### src/rtl/ex_stage_pkg.sv
// Shared definitions for the execute stage: widths, ALU opcode encodings,
// write-back constants and the divider FSM state encoding.
package ex_stage_pkg;

    localparam int unsigned XLEN     = 32;
    localparam int unsigned RegAddrW = 5;

    localparam logic [XLEN-1:0]     ZeroWord     = '0;
    localparam logic                WriteDisable = 1'b0;
    localparam logic [RegAddrW-1:0] ZeroReg      = '0;

    localparam logic [7:0] AluNop    = 8'h00;
    localparam logic [7:0] AluAdd    = 8'h01;
    localparam logic [7:0] AluSub    = 8'h02;
    localparam logic [7:0] AluSll    = 8'h03;
    localparam logic [7:0] AluSlt    = 8'h04;
    localparam logic [7:0] AluSltu   = 8'h05;
    localparam logic [7:0] AluXor    = 8'h06;
    localparam logic [7:0] AluSrl    = 8'h07;
    localparam logic [7:0] AluSra    = 8'h08;
    localparam logic [7:0] AluOr     = 8'h09;
    localparam logic [7:0] AluAnd    = 8'h0a;
    localparam logic [7:0] AluMul    = 8'h10;
    localparam logic [7:0] AluMulh   = 8'h11;
    localparam logic [7:0] AluMulhsu = 8'h12;
    localparam logic [7:0] AluMulhu  = 8'h13;
    localparam logic [7:0] AluDiv    = 8'h20;
    localparam logic [7:0] AluDivu   = 8'h21;
    localparam logic [7:0] AluRem    = 8'h22;
    localparam logic [7:0] AluRemu   = 8'h23;

    localparam logic [1:0] StIdle = 2'd0;
    localparam logic [1:0] StBusy = 2'd1;
    localparam logic [1:0] StDone = 2'd2;

    function automatic logic is_div_op(input logic [7:0] op);
        return (op == AluDiv) || (op == AluDivu) || (op == AluRem) || (op == AluRemu);
    endfunction

endpackage

### src/rtl/ex_stage_div_iter.sv
// Serial restoring divider on unsigned magnitudes with its own IDLE/BUSY/DONE
// sequencing. Special cases (fast_i) resolve in a single BUSY cycle.
module ex_stage_div_iter #(
    parameter int unsigned XLEN       = 32,
    parameter int unsigned DIV_CYCLES = 32
) (
    input  logic            clk_i,
    input  logic            rst_ni,
    input  logic            start_i,
    input  logic            fast_i,
    input  logic            flush_i,
    input  logic [XLEN-1:0] dividend_i,
    input  logic [XLEN-1:0] divisor_i,
    output logic [1:0]      state_o,
    output logic [XLEN-1:0] quotient_o,
    output logic [XLEN-1:0] remainder_o
);
    import ex_stage_pkg::*;

    localparam int unsigned CntW = $clog2(DIV_CYCLES + 1);

    logic [1:0]      state_q, state_d;
    logic [CntW-1:0] cnt_q, cnt_d;
    logic [XLEN-1:0] quot_q, quot_d;
    logic [XLEN-1:0] rem_q, rem_d;
    logic [XLEN-1:0] divisor_q, divisor_d;
    logic            fast_q, fast_d;
    logic [XLEN:0]   rem_shift;
    logic [XLEN:0]   trial;

    always_comb begin
        state_d   = state_q;
        cnt_d     = cnt_q;
        quot_d    = quot_q;
        rem_d     = rem_q;
        divisor_d = divisor_q;
        fast_d    = fast_q;
        rem_shift = {rem_q, quot_q[XLEN-1]};
        trial     = rem_shift - {1'b0, divisor_q};

        if (flush_i) begin
            state_d = StIdle;
            cnt_d   = '0;
        end else begin
            case (state_q)
                StIdle: begin
                    if (start_i) begin
                        state_d   = StBusy;
                        cnt_d     = '0;
                        quot_d    = dividend_i;
                        rem_d     = '0;
                        divisor_d = divisor_i;
                        fast_d    = fast_i;
                    end
                end
                StBusy: begin
                    if (fast_q) begin
                        // Dividend still sits in the quotient register here.
                        state_d = StDone;
                        if (divisor_q == '0) begin
                            quot_d = '1;
                            rem_d  = quot_q;
                        end else begin
                            rem_d  = '0;
                        end
                    end else begin
                        rem_d  = trial[XLEN] ? rem_shift[XLEN-1:0] : trial[XLEN-1:0];
                        quot_d = {quot_q[XLEN-2:0], ~trial[XLEN]};
                        cnt_d  = cnt_q + 1'b1;
                        if (cnt_q == CntW'(DIV_CYCLES - 1)) begin
                            state_d = StDone;
                        end
                    end
                end
                StDone:  state_d = StIdle;
                default: state_d = StIdle;
            endcase
        end
    end

    always_ff @(posedge clk_i or negedge rst_ni) begin
        if (!rst_ni) begin
            state_q   <= StIdle;
            cnt_q     <= '0;
            quot_q    <= '0;
            rem_q     <= '0;
            divisor_q <= '0;
            fast_q    <= 1'b0;
        end else begin
            state_q   <= state_d;
            cnt_q     <= cnt_d;
            quot_q    <= quot_d;
            rem_q     <= rem_d;
            divisor_q <= divisor_d;
            fast_q    <= fast_d;
        end
    end

    assign state_o     = state_q;
    assign quotient_o  = quot_q;
    assign remainder_o = rem_q;

endmodule

### src/rtl/ex_stage.sv
// Execute stage: single-cycle ALU and multiplier, plus sign handling and
// pipeline stall control around the iterative divider.
module ex_stage #(
    parameter int unsigned XLEN       = 32,
    parameter int unsigned DIV_CYCLES = 32
) (
    input  logic                               clk_i,
    input  logic                               rst_i,
    input  logic [XLEN-1:0]                    op1_i,
    input  logic [XLEN-1:0]                    op2_i,
    input  logic                               reg_we_i,
    input  logic [ex_stage_pkg::RegAddrW-1:0]  reg_waddr_i,
    input  logic [7:0]                         aluOp_i,
    input  logic                               flush_i,
    output logic [XLEN-1:0]                    wdata_o,
    output logic                               reg_we_o,
    output logic [ex_stage_pkg::RegAddrW-1:0]  reg_waddr_o,
    output logic                               stall_o
);
    import ex_stage_pkg::*;

    logic [XLEN-1:0]     alu_res;
    logic [2*XLEN-1:0]   op1_ext, op2_ext, prod;
    logic                mul_s1, mul_s2;
    logic                is_div, div_signed, div_special, div_start;
    logic [XLEN-1:0]     mag1, mag2, quotient, remainder, div_res;
    logic [1:0]          div_state;
    logic [7:0]          op_q;
    logic [RegAddrW-1:0] waddr_q;
    logic                we_q, quot_neg_q, rem_neg_q;

    // One full-width multiplier serves all four MUL variants via operand extension.
    assign mul_s1  = (aluOp_i == AluMulh) || (aluOp_i == AluMulhsu);
    assign mul_s2  = (aluOp_i == AluMulh);
    assign op1_ext = {{XLEN{op1_i[XLEN-1] & mul_s1}}, op1_i};
    assign op2_ext = {{XLEN{op2_i[XLEN-1] & mul_s2}}, op2_i};
    assign prod    = op1_ext * op2_ext;

    always_comb begin
        alu_res = '0;
        case (aluOp_i)
            AluAdd:    alu_res = op1_i + op2_i;
            AluSub:    alu_res = op1_i - op2_i;
            AluSll:    alu_res = op1_i << op2_i[4:0];
            AluSlt:    alu_res = {{(XLEN-1){1'b0}}, $signed(op1_i) < $signed(op2_i)};
            AluSltu:   alu_res = {{(XLEN-1){1'b0}}, op1_i < op2_i};
            AluXor:    alu_res = op1_i ^ op2_i;
            AluSrl:    alu_res = op1_i >> op2_i[4:0];
            AluSra:    alu_res = $unsigned($signed(op1_i) >>> op2_i[4:0]);
            AluOr:     alu_res = op1_i | op2_i;
            AluAnd:    alu_res = op1_i & op2_i;
            AluMul:    alu_res = prod[XLEN-1:0];
            AluMulh,
            AluMulhsu,
            AluMulhu:  alu_res = prod[2*XLEN-1:XLEN];
            default:   alu_res = '0;
        endcase
    end

    assign is_div      = is_div_op(aluOp_i);
    assign div_signed  = (aluOp_i == AluDiv) || (aluOp_i == AluRem);
    assign mag1        = (div_signed && op1_i[XLEN-1]) ? -op1_i : op1_i;
    assign mag2        = (div_signed && op2_i[XLEN-1]) ? -op2_i : op2_i;
    assign div_special = (op2_i == '0) ||
                         (div_signed && (op1_i == {1'b1, {(XLEN-1){1'b0}}}) && (op2_i == '1));
    assign div_start   = is_div && !flush_i && (div_state == StIdle);

    always_ff @(posedge clk_i or negedge rst_i) begin
        if (!rst_i) begin
            op_q       <= AluNop;
            waddr_q    <= ZeroReg;
            we_q       <= WriteDisable;
            quot_neg_q <= 1'b0;
            rem_neg_q  <= 1'b0;
        end else if (div_start) begin
            op_q       <= aluOp_i;
            waddr_q    <= reg_waddr_i;
            we_q       <= reg_we_i;
            // Divide-by-zero must yield all ones regardless of the dividend sign.
            quot_neg_q <= (aluOp_i == AluDiv) && (op1_i[XLEN-1] ^ op2_i[XLEN-1]) &&
                          (op2_i != '0);
            rem_neg_q  <= (aluOp_i == AluRem) && op1_i[XLEN-1];
        end
    end

    ex_stage_div_iter #(
        .XLEN       (XLEN),
        .DIV_CYCLES (DIV_CYCLES)
    ) u_div_iter (
        .clk_i       (clk_i),
        .rst_ni      (rst_i),
        .start_i     (div_start),
        .fast_i      (div_special),
        .flush_i     (flush_i),
        .dividend_i  (mag1),
        .divisor_i   (mag2),
        .state_o     (div_state),
        .quotient_o  (quotient),
        .remainder_o (remainder)
    );

    always_comb begin
        if ((op_q == AluRem) || (op_q == AluRemu)) begin
            div_res = rem_neg_q ? -remainder : remainder;
        end else begin
            div_res = quot_neg_q ? -quotient : quotient;
        end
    end

    always_comb begin
        wdata_o     = alu_res;
        reg_we_o    = (aluOp_i == AluNop) ? WriteDisable : reg_we_i;
        reg_waddr_o = reg_waddr_i;
        stall_o     = 1'b0;
        if (!rst_i) begin
            wdata_o     = XLEN'(ZeroWord);
            reg_we_o    = WriteDisable;
            reg_waddr_o = ZeroReg;
        end else if (flush_i) begin
            reg_we_o = WriteDisable;
        end else if (div_state == StBusy) begin
            wdata_o     = XLEN'(ZeroWord);
            reg_we_o    = WriteDisable;
            reg_waddr_o = waddr_q;
            stall_o     = 1'b1;
        end else if (div_state == StDone) begin
            wdata_o     = div_res;
            reg_we_o    = we_q;
            reg_waddr_o = waddr_q;
        end else if (is_div) begin
            wdata_o  = XLEN'(ZeroWord);
            reg_we_o = WriteDisable;
            stall_o  = 1'b1;
        end
    end

endmodule

### config.mk
export PLATFORM = sky130hd
export DESIGN_NAME = ex_stage
export DESIGN_NICKNAME = d
export VERILOG_FILES = /design/src/rtl/ex_stage_pkg.sv /design/src/rtl/ex_stage_div_iter.sv /design/src/rtl/ex_stage.sv
export SDC_FILE = /design/constraint.sdc
export NUM_CORES = 2
export LEC_CHECK = 0
export CAP_MARGIN = 10
export CORE_ASPECT_RATIO = 0.6
export CORE_MARGIN = 1.5
export CORE_UTILIZATION = 40
export CTS_BUF_LIST = sky130_fd_sc_hd__clkbuf_8
export CTS_CLUSTER_SIZE = 24
export DETAILED_ROUTE_END_ITERATION = 10
export PLACE_DENSITY = 0.57
export SLEW_MARGIN = 10
export SYNTH_ARGS = -nofsm -noshare
export SYNTH_HDL_FRONTEND = slang
export SYNTH_SLANG_ARGS = --single-unit
### constraint.sdc
create_clock -name clk_i -period 22.8 [get_ports clk_i]
set_input_delay 3.42 -clock clk_i [delete_from_list [all_inputs] [get_ports clk_i]]
set_output_delay 3.42 -clock clk_i [all_outputs]
set_load 0.03 [all_outputs]
* Word-level counts from Yosys, hierarchy flattened
Index checks and enable logic that the tools add are counted.
** Word-level totals
- Output and inout port bits :: 39
- ROM bits :: 0
- Flip-flop bits (word level) :: 121
- Word-level logic and storage cells :: 137
- Memories kept :: 0
- Bits in latches :: 0
- Input bits :: 81
- RAM bits :: 0
** Cells by class
- Muxes and demuxes :: 44
- Bitwise operators :: 8
- Reductions and logical operators :: 30
- Add/sub/neg operators :: 8
- Divide/modulo/power cells :: 0
- Shift operators :: 3
- Order comparisons :: 2
- $mul :: 1
- Equality and inequality tests :: 30
** Operator list (count)
- 2-to-1 mux 32 bit :: 17
- case mux 32 bit (12 select lines) :: 1
- negation 32 bit :: 4
- case mux 32 bit (2 select lines) :: 2
- equality test 32 bit, second input constant :: 2
- zero test 32 bit :: 2
- less-than comparator 32 bit :: 2
- multiplier 33 x 33 -> 64 bit :: 1
- equality test 8 x 6 -> 1 bit, second input constant :: 6
- subtractor 33 x 32 -> 33 bit :: 1
- adder 32 bit :: 1
- AND 32 bit :: 1
- equality test 8 x 3 -> 1 bit, second input constant :: 4
- equality test 8 x 5 -> 1 bit, second input constant :: 4
- bitwise OR 32 bit :: 1
- nonzero test 32 bit :: 1
- << shifter 32 x 5 -> 32 bit :: 1
- right shift 32 x 5 -> 32 bit :: 1
- >>> shifter 32 x 5 -> 32 bit :: 1
- subtractor 32 bit :: 1
- XOR 32 bit :: 1
- equality test 8 x 4 -> 1 bit, second input constant :: 3
- 2-to-1 mux 5 bit :: 4
- 2-to-1 mux 6 bit :: 3
- other kinds (27) :: 61

* Longest topological paths before layout
- Depth in word-level cells :: 10
- Depth in mapped cells :: 33
- Depth with buffers taken out :: 30

* By module
Synthesis repeated with hierarchy kept, for this count alone.
** Second synthesis, totals
- Cell total of the unflattened synthesis :: 7007
- Area, all modules :: 56715.6 µm²
** By module, submodules not included
- ex_stage :: sequential area each 375.4 µm², cells each 6270, area an instance 50236.9 µm², times used 1
- ex_stage_div_iter :: sequential area each 2627.5 µm², cells each 737, area an instance 6478.7 µm², times used 1

* Worst setup path before layout
No wires, ideal clock.
- Path type :: input port to output port
- Start point :: in op2_i[4]
- End point :: out wdata_o[20]
- Buffers on the path :: 6
- Slack :: 6785 ps
- Stages on the path :: 28
- Required time :: 19380 ps
- Arrival time :: 12595 ps
- Cells stage by stage :: clkbuf_1 -> clkbuf_1 -> clkbuf_1 -> buf_1 -> clkbuf_1 -> nand2_1 -> fa_1 -> fa_1 -> inv_1 -> fa_1 -> inv_1 -> fa_1 -> inv_1 -> fa_1 -> fa_1 -> fa_1 -> inv_1 -> fa_1 -> inv_1 -> ha_1 -> clkbuf_1 -> and3_1 -> nand2_1 -> or4_1 -> o21ai_0 -> xor2_1 -> a21oi_1 -> nor3_1
** Between the ends
- Word-level cells in the longest chain between the ends :: 7
- Elaborated cells between the ends (all ways) :: 12
- Classes of those cells :: 2 x add/sub; 1 x mul; 3 x shift; 6 x mux
** Ends and longest elaborated chain
- start: declaration :: RTL line ex_stage.sv:10 : input logic [XLEN-1:0] op2_i,
- multiplier 33 x 33 -> 64 bit, or another cell as far along :: RTL line ex_stage.sv:37 : assign prod = op1_ext * op2_ext;
- case mux 32 bit (12 select lines) (*) :: RTL line ex_stage.sv:41 : case (aluOp_i)
- 2-to-1 mux 32 bit :: RTL line ex_stage.sv:130 : end else if (is_div) begin
- 2-to-1 mux 32 bit :: RTL line ex_stage.sv:126 : end else if (div_state == StDone) begin
- 2-to-1 mux 32 bit :: RTL line ex_stage.sv:121 : end else if (div_state == StBusy) begin
- 2-to-1 mux 32 bit (*) :: RTL line ex_stage.sv:119 : end else if (flush_i) begin
- 2-to-1 mux 32 bit (*) :: RTL line ex_stage.sv:115 : if (!rst_i) begin
- end: declaration :: RTL line ex_stage.sv:15 : output logic [XLEN-1:0] wdata_o,
Every way passes the cells marked *; elsewhere a longest branch is shown, timed or not.

* Worst setup path after layout
- Start point :: in aluOp_i[2]
- End point :: out wdata_o[25]
** Between the ends
- Word-level cells in the longest chain between the ends :: 10
- Elaborated cells between the ends (all ways) :: 32
- Classes of those cells :: 1 x mul; 18 x eq/ne; 6 x mux; 2 x bitwise; 5 x reduce/logical
** Ends and longest elaborated chain
- start: declaration :: RTL line ex_stage.sv:13 : input logic [7:0] aluOp_i,
- equality test 8 x 5 -> 1 bit, on equally long branches :: RTL line ex_stage.sv:33, ex_stage.sv:34, ex_stage.sv:41
- logical OR 1 bit :: RTL line ex_stage.sv:33 : assign mul_s1 = (aluOp_i == AluMulh) || (aluOp_i == AluMulhsu);
- AND 1 bit :: RTL line ex_stage.sv:35 : assign op1_ext = {{XLEN{op1_i[XLEN-1] & mul_s1}}, op1_i};
- multiplier 33 x 33 -> 64 bit :: RTL line ex_stage.sv:37
- case mux 32 bit (12 select lines) :: RTL line ex_stage.sv:41
- 2-to-1 mux 32 bit :: RTL line ex_stage.sv:130
- 2-to-1 mux 32 bit :: RTL line ex_stage.sv:126
- 2-to-1 mux 32 bit :: RTL line ex_stage.sv:121
- 2-to-1 mux 32 bit (*) :: RTL line ex_stage.sv:119
- 2-to-1 mux 32 bit (*) :: RTL line ex_stage.sv:115
Marked as above.

==> reports/qor.csv <==
stage,metric,value,unit
outcome,status,"complete, but fails checks",
outcome,violations,"capacitance limit, slew limit",
critical_path,end_kind,primary output,
clocking,numCtsBuffers,17,
clocking,cts-resized-gates,0,
timing,rsz0062_at_grt,no,
clocking,clock-sinks,120,
critical_path,crit_required,19.38,ns
timing,max_freq,0.0528,GHz
job,maxCapViolCount,1,
clocking,insertion_delay,0.54,ns
logic_synthesis,syn_nets,8562,
critical_path,arrival,15.52,ns
clocking,cts_root_buf,clkbuf_8,
place,hpwlAfterDp,218000,um
logic_synthesis,synthCells,7006,
logic_synthesis,yosysTopAreaCell,fa_1,
routing,wl,274000,um
clocking,h-tree-depth,4,
global_route,grt_max_degree,73,
critical_path,cp-start-kind,input pin,
clocking,cts_buffer_depth,2,
timing,finClkSkew,0.0207,ns
critical_path,slowest_delay,0.86,ns
timing,slew_violations,1,
logic_synthesis,synth_seq_area_share,5.30,%
clocking,ctsHoldBuffers,0,
finish,final_common_cell,inv_1,
finish,layout-drive-gt1-share,5.44,%
clocking,cts_tree,yes,
finish,fin_nets,8420,
timing,slew_headroom,-0.0385,%
timing,tightestPinTransition,1.48,ns
global_route,grt_use_met2,48.6,%
clocking,clk_pin_slew,0.09,ns
timing,hold_viol_final,0,
timing,period_minus_slack,18.94,ns
logic_synthesis,syn_area_per_cell,8.09,um^2
logic_synthesis,ys.flop_type,dfrtp_1,
global_route,antenna_found_initial,24,
critical_path,crit_type,in -> out,
critical_path,cp_slowest_cell,fa_1,
timing,setup_viol,0,
global_route,track_usage,38.4,%
global_route,grt-ovfl-total,0,
routing,drc,0,
routing,drt-vias-per-instance,6.01,
floorplan,ios,120,
logic_synthesis,yosysUniqueCellTypes,85,
routing,first_pass_iters,8,
critical_path,crit_path_max_fanout,15,
finish,most-common-layout-cells,"1,331 x inv_1, 1,128 x fa_1, 1,066 x nand2_1",
floorplan,rows,106,
floorplan,start_util,40.5,%
logic_synthesis,syn_area,0.0567,mm^2
place,portBuffers,119,
global_route,first_global_vias,51700,
floorplan,fp.coreArea,0.140,mm^2
min_path,hp-class,reg -> reg,
routing,vias,52800,
global_route,grt_use_met1,59.6,%
finish,synthToLayoutAreaGrowth,5.97,%
place,gp_congestion,1.04,
logic_synthesis,yosysTopAreaCellShare,39.8,%
logic_synthesis,synth_area_leaders,"fa_1 40%, inv_1 8.8%, ha_1 7.7%, nand2_1 7.1%, dfrtp_1 5.3%",
logic_synthesis,postSynth.asyncResetShare,100,%
global_route,grt_pass1_wl,392000,um
floorplan,die_h,295,um
routing,drt.antenna.violating_nets,0,
routing,post_drt_wl_per_cell,31.2,um
critical_path,critPathMostFrequentCell,fa_1,
logic_synthesis,synth_seq_cells,120,
floorplan,dieArea,0.144,mm^2
global_route,grt.busiest_layer,met1,
logic_synthesis,yosys_warnings,0,
logic_synthesis,synth_edf_count,0,
floorplan,die_width,489,um
timing,tns,0,ns
global_route,use_met3,14.2,%
timing,period_share,83.1,%
clocking,post_cts_buffers,0,
routing,drt_iter0_markers,7262,
[through the flow]
stage               instances  hold slack (ns)  util (%)  area [um^2]  setup WS [ns]
finish                   8782            0.469      42.9        60100           3.86
global route             8768            0.496      42.9        60000           3.44
CTS                      8767            0.471      42.9        60000           4.04
detailed placement       8735            0.449      42.6        59700           4.08
global placement         8734            0.445      42.6        59700           4.18
floorplan                7006            0.425         -        56700           6.79
[area by class of cell]
class                      instances  area [um^2]
timing repair buffer             283         2170
clock inverter                    15          120
tap                             1890         2360
sequential                       120         3000
clock buffer                      17          234
fill                           14300        79900
inverter                        1353         5080
antenna                           15         37.5
multi-input combinational       5089        47100
[critical path: cells and delay by family]
family / cells / cell delay [ns]
simple gates: 5 / 1.75
compound gates: 8 / 2.55
xor+xnor: 1 / 0.22
buf+inv: 7 / 2.26
fa+ha+maj: 9 / 5.28
[path summary, 6_finish.rpt]
kind                                                       start                                endpoint  slack (ns)  cells after the start
max in group asynchronous                                  rst_i           u_div_iter.fast_q$_DFFE_PN0P_       18.85                      2
min reg2reg                                  op_q[5]$_DFFE_PN0P_                     op_q[5]$_DFFE_PN0P_        0.47                      1
max reg2reg                u_div_iter.quotient_o[31]$_DFFE_PN0P_  u_div_iter.remainder_o[29]$_DFFE_PN0P_       16.90                     12
min in group asynchronous                                  rst_i  u_div_iter.remainder_o[16]$_DFFE_PN0P_        3.15                      2
max                                                   aluOp_i[2]                             wdata_o[25]        3.86                     30
min                                          op_q[5]$_DFFE_PN0P_                     op_q[5]$_DFFE_PN0P_        0.47                      1
[cell usage after synthesis (40+ instances only)]
library cell	number
mux2i_1	69
nor3_1	80
nor2_1	574
ha_1	347
xor2_1	64
fa_1	1128
o31ai_1	43
a21o_1	60
nand2_1	1067
nand4_1	45
a211oi_1	60
clkbuf_1	348
a31oi_1	41
a21oi_1	319
inv_1	1330
dfrtp_1	120
o211ai_1	40
buf_1	92
or3_1	48
o21ai_0	336
nand3_1	55
xnor2_1	143
[layer usage]
metal / share of wire [%] / routed length (um)
met3: 14 / 38700
met5: 0.092 / 252
met4: 2.9 / 7950
met2: 37 / 101000
met1: 46 / 127000
[registers in the layout (all words and copies together), names as in the netlist]
| name | cells |
|---|---|
| u_div_iter.divisor_q | 32 |
| waddr_q | 5 |
| op_q | 7 |
| quot_neg_q | 1 |
| rem_neg_q | 1 |
| u_div_iter.state_o | 2 |
| u_div_iter.cnt_q | 6 |
| we_q | 1 |
| u_div_iter.quotient_o | 32 |
| u_div_iter.remainder_o | 32 |
| u_div_iter.fast_q | 1 |
[cells by family (layout without fill, tap and decap cells)]
kind of cell	count (synthesis)	count (layout)	share of synthesized area, %
xor gates and xnor gates	207	207	3.20
muxes	122	122	2.91
buffers and inverters	1797	1668	11.9
AOI/OAI and AO/OA	1218	1218	13.7
and+or+nand+nor	2066	2066	15.4
DFF	120	120	5.30
other	0	15	0
adders and majority gates	1476	1476	47.5
Power is left out: the tool's default activity adds up to more than one toggle a clock period on the data nets, which glitch-free logic cannot reach.
